**src/rtl/counter_sched_pkg.sv**
```systemverilog
// Shared types for the round-robin counter scheduler: opcode encoding and default counter width.
package counter_sched_pkg;

  localparam int CW_DEFAULT = 32;

  typedef enum logic [1:0] {
    INC   = 2'd0,
    DEC   = 2'd1,
    LOAD  = 2'd2,
    CLEAR = 2'd3
  } op_e;

endpackage

```
**src/rtl/counter_sched_rr_arbiter.sv**
```systemverilog
// Round-robin arbiter: combinational pick from rr_ptr, registered one-hot gnt.
// Latency: req to gnt 1 cycle; a requester holding req is granted within NREQ cycles.
module rr_arbiter #(
  parameter int NREQ = 4,
  localparam int PW = (NREQ > 1) ? $clog2(NREQ) : 1
) (
  input  logic            clk,
  input  logic            rst,
  input  logic [NREQ-1:0] req,
  output logic [NREQ-1:0] gnt,
  output logic            pick_vld,
  output logic [PW-1:0]   pick_idx
);

  logic [PW-1:0] rr_ptr;

  // pick_vld/pick_idx describe the grant that lands on the coming edge
  always_comb begin
    int idx;
    pick_vld = 1'b0;
    pick_idx = '0;
    idx      = 0;
    for (int k = 0; k < NREQ; k++) begin
      idx = int'(rr_ptr) + k;
      if (idx >= NREQ) idx = idx - NREQ;
      if (!pick_vld && req[idx]) begin
        pick_vld = 1'b1;
        pick_idx = PW'(idx);
      end
    end
  end

  always_ff @(posedge clk) begin
    if (rst) begin
      gnt    <= '0;
      rr_ptr <= '0;
    end else begin
      gnt <= '0;
      if (pick_vld) begin
        gnt[pick_idx] <= 1'b1;
        rr_ptr        <= (int'(pick_idx) == NREQ - 1) ? '0 : pick_idx + 1'b1;
      end
    end
  end

endmodule

```
**src/rtl/counter_sched.sv**
```systemverilog
// Shared counter with round-robin access; saturating INC/DEC when COUNTER_SCHED_SAT_EN is defined.
// Latency: req to gnt/count/ovf update 1 cycle; requesters hold req/op/wdata until granted.
module counter_sched
  import counter_sched_pkg::*;
#(
  parameter int            NREQ    = 4,
  parameter int            CW      = CW_DEFAULT,
  parameter logic [CW-1:0] RST_VAL = '0,
  localparam int           PW      = (NREQ > 1) ? $clog2(NREQ) : 1
) (
  input  logic               clk,
  input  logic               rst,
  input  logic [NREQ-1:0]    req,
  input  logic [2*NREQ-1:0]  op,
  input  logic [CW*NREQ-1:0] wdata,
  output logic [NREQ-1:0]    gnt,
  output logic [CW-1:0]      count,
  output logic               busy,
  output logic               ovf
);

  logic          pick_vld;
  logic [PW-1:0] pick_idx;
  op_e           cur_op;
  logic [CW-1:0] cur_wdata;
  logic [CW-1:0] count_nxt;
  logic          ovf_nxt;

  rr_arbiter #(.NREQ(NREQ)) u_arb (
    .clk      (clk),
    .rst      (rst),
    .req      (req),
    .gnt      (gnt),
    .pick_vld (pick_vld),
    .pick_idx (pick_idx)
  );

  assign busy = |req;

  always_comb begin
    cur_op    = op_e'(op[2*int'(pick_idx) +: 2]);
    cur_wdata = wdata[CW*int'(pick_idx) +: CW];
    count_nxt = count;
    ovf_nxt   = 1'b0;
    if (pick_vld) begin
      unique case (cur_op)
        INC: begin
          if (&count) begin
            ovf_nxt = 1'b1;
`ifdef COUNTER_SCHED_SAT_EN
            count_nxt = count;
`else
            count_nxt = '0;
`endif
          end else begin
            count_nxt = count + 1'b1;
          end
        end
        DEC: begin
          if (count == '0) begin
            ovf_nxt = 1'b1;
`ifdef COUNTER_SCHED_SAT_EN
            count_nxt = count;
`else
            count_nxt = '1;
`endif
          end else begin
            count_nxt = count - 1'b1;
          end
        end
        LOAD:  count_nxt = cur_wdata;
        CLEAR: count_nxt = RST_VAL;
      endcase
    end
  end

  always_ff @(posedge clk) begin
    if (rst) begin
      count <= RST_VAL;
      ovf   <= 1'b0;
    end else begin
      count <= count_nxt;
      ovf   <= ovf_nxt;
    end
  end

endmodule

```
**config.mk**
```make
export PLATFORM = sky130hd
export DESIGN_NAME = counter_sched
export DESIGN_NICKNAME = d
export VERILOG_FILES = /design/src/rtl/counter_sched_pkg.sv /design/src/rtl/counter_sched_rr_arbiter.sv /design/src/rtl/counter_sched.sv
export SDC_FILE = /design/constraint.sdc
export NUM_CORES = 1
export LEC_CHECK = 0
export ABC_AREA = 0
export CORE_ASPECT_RATIO = 1.5
export CORE_UTILIZATION = 41
export DETAILED_ROUTE_END_ITERATION = 8
export PLACE_DENSITY = 0.9
export SYNTH_ARGS = -nofsm -noshare
export SYNTH_HDL_FRONTEND = slang
export SYNTH_SLANG_ARGS = --single-unit
```
**constraint.sdc**
```tcl
create_clock -name clk -period 3 [get_ports clk]
set_clock_uncertainty 0.15 [all_clocks]
set_input_delay 0.75 -clock clk [delete_from_list [all_inputs] [get_ports clk]]
set_output_delay 0.75 -clock clk [all_outputs]
set_load 0.1 [all_outputs]
```
==> results by group, run 1 <==
CTS
  – Cts bufs inserted: 5
  – CTS Hold Buffers Added: 0
  – H-tree depth: 2
  – Clock tree root driver cell: clkbuf_16
  – CTS tree: built
  – Largest buffer count on any clock path: 2
  – Clk_lat worst skew: 0.30 ns
  – Clk sinks: 39
  – Reg clk slew, reported paths: roughly 0.07 ns

Drt
  – DR vias: 5918
  – Mean routed wirelength per cell: between 15 and 20 um
  – Routed Antenna Nets: 0
  – Drt total wl: 18700 um
  – # DRC: 0
  – Initial DRC Count: 554
  – Drt via density: 6.13
  – First drt pass iteration count: 5

Synth
  – Top cell type by total area after synthesis: dfxtp_1
  – Cell Area, Synth: 4620 sq um
  – Compound-Gate Fraction of Synth Area: 0.236
  – Mapped Nets: 747
  – Distinct cells, synth: 73
  – Yosys top cell area share: 0.169
  – Post-synth EDFFs: 0
  – Register area share after synthesis: 0.169
  – Simple-gate area share of the yosys netlist: 0.267
  – Avg Cell Area, Syn: 7.71 sq um
  – Post-synth top flop: dfxtp_1
  – Post-synth ARST share: 0
  – Synth top area cells: dfxtp_1, mux2i_1, mux2_2
  – Post-synthesis register bit count: 39
  – Largest family of logic cells by synthesized area: simple AND/OR/NAND/NOR gates
  – Mux cell area share after synthesis: 0.181
  – Gate Count Post-Synth: between 500 and 600
  – Ys Warns: 0
  – Xor and xnor area share after synthesis: 0.0512
  – Synth Area in Adders: 0.0163

STA
  – Tmin final: 2.93 ns
  – RSZ-0062 raised after global routing: true
  – Final hold violations: 0
  – Slew @ Worst Pin: roughly 0.47 ns
  – Slew HR: 0.686
  – FMAX: 342 MHz
  – Setup violators final: 0
  – Worst hold slack: 0.364 ns
  – Slew Viols, Final: 0
  – Fin crit share: 0.975

Min path
  – Hold WC Path Type: reg -> reg
  – Worst Hold Endpoint: count[16]
  – HP Start: count[16]
  – Hold Path Stages: 2

Finish
  – Area grow syn2layout: 61.3%
  – Fin nets: about 970
  – Proportion of layout cells with a drive suffix above 1: 0.317
  – Multi-input logic area: 3730 sq um
  – Post-layout util: 0.677
  – # fillers: 803
  – FF+latch area: 823 sq um
  – Diode count: 0

Global route
  – GR peak layer: met2
  – GRT Util Overall: 0.308
  – Vias in the first global route: 5836
  – Grt met1 use: 0.343
  – Global-route track usage on met2: 0.538
  – Met3 Usage GRT: 0.0470
  – First-pass GRT wire length: 28300 um
  – Initial antenna violation count: 0
  – Largest net degree at the start of global routing: 32
  – Total grt overflow: 0

Power and ir drop
  – Maximum VDD drop: slightly below 0.8 mV
  – Sw power: 4.22 mW
  – Register share of total power: 0.135
  – Power share of the clock group: 0.076
  – Pwr Density: ~1000 nW/um^2
  – Leak: 3.03 nW
  – Comb pwr share: 0.788
  – Internal Dissipation: 3.55 mW
  – Switching share of power: 0.543

Critical path
  – Max incr delay on CP: about 0.32 ns
  – CP Cell Sequence: buf_6, nor2b_4, buf_4, a211o_1, and2_2, a32o_2, nand2_1, buf_12, o22ai_2, o31ai_1, a221oi_2
  – Worst r2r src: count[0]
  – CP max FO: 25
  – Worst reg-to-reg setup slack: roughly 0.09 ns
  – Worst path required time: between 3 and 4 ns
  – Critical R2R Capture: count[30]
  – Crit path DAT: a little under 3 ns
  – Crit Path Category: in -> reg
  – CP Capture Type: flop
  – Worst Setup Start Kind: primary input
  – Reg2Reg Depth: 11
  – Critical Path Slowest Stage Cell: a211o_1

Flow run
  – Max-cap violations: 0

Placed design
  – Post-DP HPWL: around 13000 um
  – GPL Wtd Cong: 0.999
  – I/O Buffers: 179

Run status
  – Outcome: finished clean

Floorplanning
  – I/O pin cnt: 180
  – Die width: 88.6 um
  – Core area: between 10000 and 15000 sq um
  – Row count: 47
  – Die area: 11700 sq um
  – DIE HEIGHT: 132 um
  – Starting Density: 0.420
==> layout make-up <==
type / instances / share of cell area
clock buffers: 8 / 0.0210
inverters: 27 / 0.0153
multi-input cells: 488 / 0.501
repair buffers: 256 / 0.328
flip-flops and latches: 39 / 0.111
well taps: 147 / 0.0247
==> layout by cell type (no fill, tap or decap), types with 3 or more instances in the layout <==
cell             count
nor2_1              50
o22ai_2             16
dfxtp_2             22
nor4_1               7
o31ai_2              7
nor4_2               4
a21oi_1             27
clkdlybuf4s50_1    137
buf_4              104
o22ai_1              7
nand3_1             18
or4_1                6
buf_16               3
inv_1               25
and3_1               9
ha_1                 6
o31ai_1             10
nand4_1              4
dfxtp_1             13
dfxtp_4              4
nor2b_4              3
a221oi_2            13
or3_1                5
o21ai_0             25
mux2_2              24
nand2_1             58
buf_12               6
or4_4                5
clkbuf_16            7
a221oi_1             3
xnor2_1             25
a211oi_1             9
nor3_1              20
and2_1               7
a31oi_1              4
mux2i_1             53
o21ai_1              4
nor3_2               3
==> kinds of logic (layout without fill, tap and decap cells) <==
kind of cell,Yosys count,in the layout
AO/OA/AOI/OAI,149,149
flip-flops,39,39
XOR/XNOR,27,27
buffers and inverters,72,291
AND/OR/NAND/NOR,226,226
multiplexers,80,80
adder cells (fa/ha/maj),6,6
==> through the flow <==
| stage | instances | setup slack [ns] | instance area (sq um) | power, mW | setup TNS (ns) |
|---|---|---|---|---|---|
| final | 965 | 0.0739 | 7450 | 7.77 | 0 |
| after detailed placement | 949 | -0.673 | 6910 | 6.52 | -19.97 |
| after global routing | 965 | -0.0804 | 7450 | 8.11 | -0.174 |
| after CTS | 962 | 0.000937 | 7310 | 7.41 | 0 |
| after floorplan | 599 | -0.0122 | 4720 | 5.08 | -0.0161 |
| after global placement | 949 | -0.591 | 6910 | 6.43 | -17.85 |
==> how the worst max path moves through the flow <==
stage / startpoint / endpoint / slack [ns] / cells after the start
6_report: req[2] / count[12] / 0.07 / 11
5_1_grt: count[0] / count[30] / -0.08 / 11
4_1_cts: req[3] / count[30] / 0.0009 / 11
3_5_place_dp: req[3] / count[6] / -0.67 / 11
3_3_place_gp: req[0] / count[11] / -0.59 / 10
2_1_floorplan: count[9] / count[10] / -0.01 / 10
==> synthesized netlist by cell type, types with 9 or more instances <==
cell and n:
buf_2 13, inv_1 26, nor4_1 10, and3_1 9, nand2_1 59, a221oi_2 11, xnor2_1 25, o31ai_1 16
nor3_1 20, mux2i_1 54, a21oi_1 27, clkbuf_1 16, nor2_1 51, dfxtp_1 39, a211oi_1 9, nand3_1 19
o21ai_0 27, o22ai_1 23, mux2_2 26
==> flip-flops by register name, summed over array words and instances (netlist names) <==
signal and cells:
ovf 1, u_arb.rr_ptr 2, count 32, u_arb.gnt 4
==> power groups by stage <==
stage	clock [mW]	combinational (mW)	sequential, mW
global route	0.598	6.44	1.08
detailed placement	0	5.49	1.04
finish	0.592	6.12	1.05
floorplan	0	3.04	2.03
global placement	0	5.40	1.03
CTS	0.578	5.80	1.03
==> routing by layer <==
| layer | part of all wire | routed length, um | vias up |
|---|---|---|---|
| met5 | 0 | 0 | - |
| met4 | 0.065 | 1220 | 0 |
| met3 | 0.086 | 1600 | 98 |
| met2 | 0.49 | 9160 | 410 |
| met1 | 0.36 | 6720 | 2746 |
| li1 | - | - | 2664 |
==> critical path: cells and delay by family <==
| family | cells | cell delay, ns |
|---|---|---|
| compound gates | 5 | 1.14 |
| buf+inv | 3 | 0.49 |
| simple gates | 3 | 0.53 |
==> timing repair <==
action / in CTS / in global routing
pin swaps: 14 / 8
setup endpoints to repair: 33 / 32
setup buffers: 2 / 1
endpoints found under the hold margin: 0 / 0
gates resized for setup: 39 / 28
cloned: 3 / 2
No activity file was read; power rests on OpenSTA's default activity.
==> run 2, diff against run 1 <==
CAP_MARGIN = 40   (was default)
HOLD_SLACK_MARGIN = 0.02   (was default)
==> results of run 2 <==
No change in the layout: final DEF, timing and power equal those of run 1.
==> run 3, diff against run 2 <==
HOLD_SLACK_MARGIN = 0.12   (was 0.02)
==> results of run 3 <==
No change in the layout: final DEF, timing and power equal those of run 1.
==> RTL change 1 (config.mk and constraints of run 1) <==
`NREQ` is set to 4 in 2 places; all go to 8.
--- a/src/rtl/counter_sched_rr_arbiter.sv
+++ b/src/rtl/counter_sched_rr_arbiter.sv
@@ -1,7 +1,7 @@
 // Round-robin arbiter: combinational pick from rr_ptr, registered one-hot gnt.
 // Latency: req to gnt 1 cycle; a requester holding req is granted within NREQ cycles.
 module rr_arbiter #(
-  parameter int NREQ = 4,
+  parameter int NREQ = 8,
   localparam int PW = (NREQ > 1) ? $clog2(NREQ) : 1
 ) (
   input  logic            clk,
--- a/src/rtl/counter_sched.sv
+++ b/src/rtl/counter_sched.sv
@@ -3,7 +3,7 @@
 module counter_sched
   import counter_sched_pkg::*;
 #(
-  parameter int            NREQ    = 4,
+  parameter int            NREQ    = 8,
   parameter int            CW      = CW_DEFAULT,
   parameter logic [CW-1:0] RST_VAL = '0,
   localparam int           PW      = (NREQ > 1) ? $clog2(NREQ) : 1
Ports: changed (resized gnt, op, req and wdata); port bits go from 180 to 324. No check against the original RTL was run, so the function may have changed too.
==> RTL change 1 against run 1 <==
  * The flow now finishes with violations (negative setup slack)
  * Synthesized cell count is 59% higher
  * Final cell count is 68% higher
  * Area after synthesis is 49% higher
  * Design area is 72% higher
  * Wire length is 98% higher
  * Sequential cell count is 5 higher
  * Utilization is 11 points higher
  * Setup slack worse by 1.5 ns
  * Worst hold slack better by 0.035 ns
  * Sequential share of layout area is 4.1 points lower
Power is not shown: default switching activity piles up to over one toggle a cycle in this logic, so the estimate is an artifact.
==> RTL change 1: results (changes against run 1) <==
- Number of global-route vias before repair: 9749 (was 5836)
- Worst slew pin tran: 0.494 ns (was 0.471 ns)
- Maximum clock insertion buffer count: 2 (unchanged)
- Initial antenna violation count: 1 (was 0)
- Yosys top cell area share: 12.8% (was 16.9%)
- YS warnings: 0 (unchanged)
- First-pass GRT wire length: 52900 um (was 28300 um)
- Number of buffers added on ports: 323 (was 179)
- Total Negative Setup Slacks: -48.70 ns (was 0 ns)
- Total GRT Usage: 40.4% (was 30.8%)
- Final #Nets: 1700 (was 965)
- Critical-path maximum fanout: 6 (was 25)
- Final count of hold timing violations: 0 (unchanged)
- Post-DP HPWL: 27200 um (was 13300 um)
- H-tree depth: 2 (unchanged)
- Top post-synthesis cells by count: a21oi_1, a211oi_1, mux2i_1 (was nand2_1, mux2i_1, nor2_1)
- Remaining antenna violation count after routing: 0 (unchanged)
- Worst Slack Setup Final: -1.39 ns (was 0.0739 ns)
- Status: complete, but fails checks (was completed)
- Syn_area_per_cell: 7.22 um2 (was 7.71 um2)
- Fin cells: 1619 (was 965)
- Largest registers: count: 32 flops, u_arb.gnt: 8 flops, u_arb.rr_ptr: 3 flops (was count: 32 flops, u_arb.gnt: 4 flops, u_arb.rr_ptr: 2 flops)
- DRT iter0 DRCs: 1257 (was 554)
- Net count after synthesis: 1239 (was 747)
- Fill cells: 1099 (was 803)
- Vias post-DR: 10100 (was 5918)
- Sequential share of the synthesized area: 12.8% (was 16.9%)
- RD Place Congestion: 1.01 (was 0.999)
- WP data arrival: 4.42 ns (was 2.94 ns)
- Clock latency on the worst-skew pair: between 0.3 and 0.4 ns
- Synth cell types: 66 (was 73)
- Final setup violating endpoints: 44 (was 0)
- Inserted Clock Buffers: 5 (unchanged)
- Layout cells sized above 1: 30.4% (was 31.7%)
- Failing checks: negative setup slack
- DRT Pass-1 Iters: 5 (unchanged)
- Routed wire per std cell: 22.8 um (was 19.4 um)
- Largest net degree at the start of global routing: 41 (was 32)
- Synth area leaders: dfxtp_1, mux2i_1, a211oi_1 (was dfxtp_1, mux2i_1, mux2_2)
RTL change 1: worst paths after layout:
path | startpoint | slack, ns | cells past startpoint | end
worst max-delay path | u_arb.rr_ptr[0]$_SDFFE_PP0N_ | -1.39 | 18 | count[11]$_SDFFE_PP0N_
worst min-delay path | count[6]$_SDFFE_PP0N_ | 0.40 | 2 | count[6]$_SDFFE_PP0N_
worst max register to register | u_arb.rr_ptr[0]$_SDFFE_PP0N_ | -1.39 | 18 | count[11]$_SDFFE_PP0N_
worst min register to register | count[6]$_SDFFE_PP0N_ | 0.40 | 2 | count[6]$_SDFFE_PP0N_
RTL change 1: cell type report:
class	count	area share (%)
Multi-Input combinational cell	790	47.8
Clock inverter	2	0.302
Inverter	21	0.692
Clock buffer	6	1.08
Tap cell	206	2.01
Sequential cell	44	6.92
Timing Repair Buffer	550	41.2
RTL change 1: per-layer routing:
| layer | vias up | share of wire [%] | track usage, % |
|---|---|---|---|
| li1 | 4500 | - | - |
| met1 | 4692 | 35 | 47.2 |
| met2 | 726 | 48 | 67.9 |
| met3 | 158 | 10 | 8.60 |
| met4 | 0 | 6.2 | 21.4 |
| met5 | - | 0 | 0 |
RTL change 1: timing repair:
item | 4_1_cts | 5_1_grt
resized for setup | 113 | 83
pin swaps | 27 | 24
buffers inserted | 21 | 0
endpoints found under the setup margin | 45 | 45
gates cloned | 7 | 0
RTL change 1: kinds of logic (layout without fill, tap and decap cells):
| logic type | after synthesis | in the layout | share of synthesized area (%) |
|---|---|---|---|
| buffers and inverters | 117 | 579 | 8.59 |
| xor gates and xnor gates | 23 | 23 | 2.94 |
| DFF | 44 | 44 | 12.8 |
| AOI/OAI and AO/OA | 332 | 332 | 32.0 |
| adders and majority gates | 6 | 6 | 1.09 |
| and+or+nand+nor | 315 | 315 | 23.4 |
| muxes | 114 | 114 | 19.2 |
RTL change 1: through the flow:
step	setup slack [ns]	instance area [um2]	hold slack [ns]	utilization (%)
floorplan	-1.27	7020	0.587	-
global placement	-1.88	11500	0.360	70.6
detailed placement	-1.87	11500	0.375	70.6
CTS	-1.25	12500	0.391	76.8
global route	-1.48	12800	0.427	78.9
finish	-1.39	12800	0.399	78.9
RTL change 1: worst max-delay path: stages, from the launching register on:
cell     delay [ns]
dfxtp_4        0.38
inv_4          0.04
ha_4           0.31
mux2_4         0.31
mux4_2         0.48
o32a_1         0.35
a31oi_4        0.21
a41oi_2        0.07
a31oi_4        0.23
buf_12         0.19
mux2i_4        0.27
mux2i_4        0.11
mux2_4         0.31
nand2_4        0.10
buf_12         0.15
buf_8          0.14
o22ai_2        0.09
a21oi_1        0.24
o32ai_2        0.13
==> RTL change 2 (flow settings as in run 1) <==
Made on the original files. Reset style: asynchronous (`rst`), changed in 2 clocked blocks.
--- a/src/rtl/counter_sched_rr_arbiter.sv
+++ b/src/rtl/counter_sched_rr_arbiter.sv
@@ -30,7 +30,7 @@
     end
   end
 
-  always_ff @(posedge clk) begin
+  always_ff @(posedge clk or posedge rst) begin
     if (rst) begin
       gnt    <= '0;
       rr_ptr <= '0;
--- a/src/rtl/counter_sched.sv
+++ b/src/rtl/counter_sched.sv
@@ -74,7 +74,7 @@
     end
   end
 
-  always_ff @(posedge clk) begin
+  always_ff @(posedge clk or posedge rst) begin
     if (rst) begin
       count <= RST_VAL;
       ovf   <= 1'b0;
Behaviour: differs if rst is asserted again (counterexample within 4 cycles, from zero or initial values and one cycle with rst high); with rst held inactive, the same outputs for 4 cycles.
==> RTL change 2 against run 1 <==
  * The flow now stops in global routing
  * Area after synthesis increased by 1.8%
==> RTL change 2: results (changes against run 1) <==
- Status: aborted with a tool error (was completed)
- Step where the flow halted: global routing
- Err: [ERROR GRT-0232] Routing congestion too high. Check the congestion heatmap in the GUI.
- Maximum clock insertion buffer count: 2 (unchanged)
- Largest net degree at the start of global routing: 40
- H-tree depth: 2 (unchanged)
- Total congestion overflow: 2
- Net count after synthesis: 783 (was 747)
- Flops & latches, synth: 39 (unchanged)
- RD Place Congestion: 1.04 (was 0.999)
- Worst_ep grt: count[21]$_DFFE_PP0P_/D
- Post-DP HPWL: 16700 um (was 13300 um)
- Number of buffers added on ports: 179 (unchanged)
- Clock root buffer: clkbuf_16 (unchanged)
- Sequential share of the synthesized area: 20.8% (was 16.9%)
- Syn_area_per_cell: 7.40 um2 (was 7.71 um2)
- Worst slack at placement: -0.658 ns (was -0.673 ns)
- Worst ep type: sequential cell input
- Main synth FF type: dfrtp_1 (was dfxtp_1)
- Synth cell types: 65 (was 73)
- Synth area leaders: dfrtp_1, mux2i_1, nand2_1 (was dfxtp_1, mux2i_1, mux2_2)
- Top post-synthesis cells by count: nand2_1, mux2i_1, nor2_1 (unchanged)
- FFs w/ async S/R, synth: 100% (was 0%)
- DP Area: 7460 um2 (was 6910 um2)
- Inserted Clock Buffers: 5 (unchanged)
- Total GRT Usage: between 50% and 60%
- YS warnings: 0 (unchanged)
-- RTL change 2: metal layers --
layer	GRT overflow	track usage (%)
met3	0	46.6
met5	0	21.8
met2	1	75.7
met1	0	58.1
met4	1	49.7
-- RTL change 2: what timing repair did --
item	4_1_cts
endpoints found under the setup margin	36
cloned	1
buffers inserted	10
pin swaps	12
resized for setup	42
-- RTL change 2: stage by stage --
stage	hold slack, ns	utilization (%)	std cells
after floorplan	0.364	-	635
after detailed placement	0.422	67.1	1025
after CTS	0.439	70.9	1044
after global placement	0.423	67.1	1025
-- RTL change 2: cells by family after synthesis --
family	after synthesis	share of synthesized area [%]
xor gates and xnor gates	23	4.29
buffers and inverters	75	6.71
adders and majority gates	6	1.60
DFF	39	20.8
muxes	79	17.0
AOI/OAI and AO/OA	133	20.0
and+or+nand+nor	280	29.7
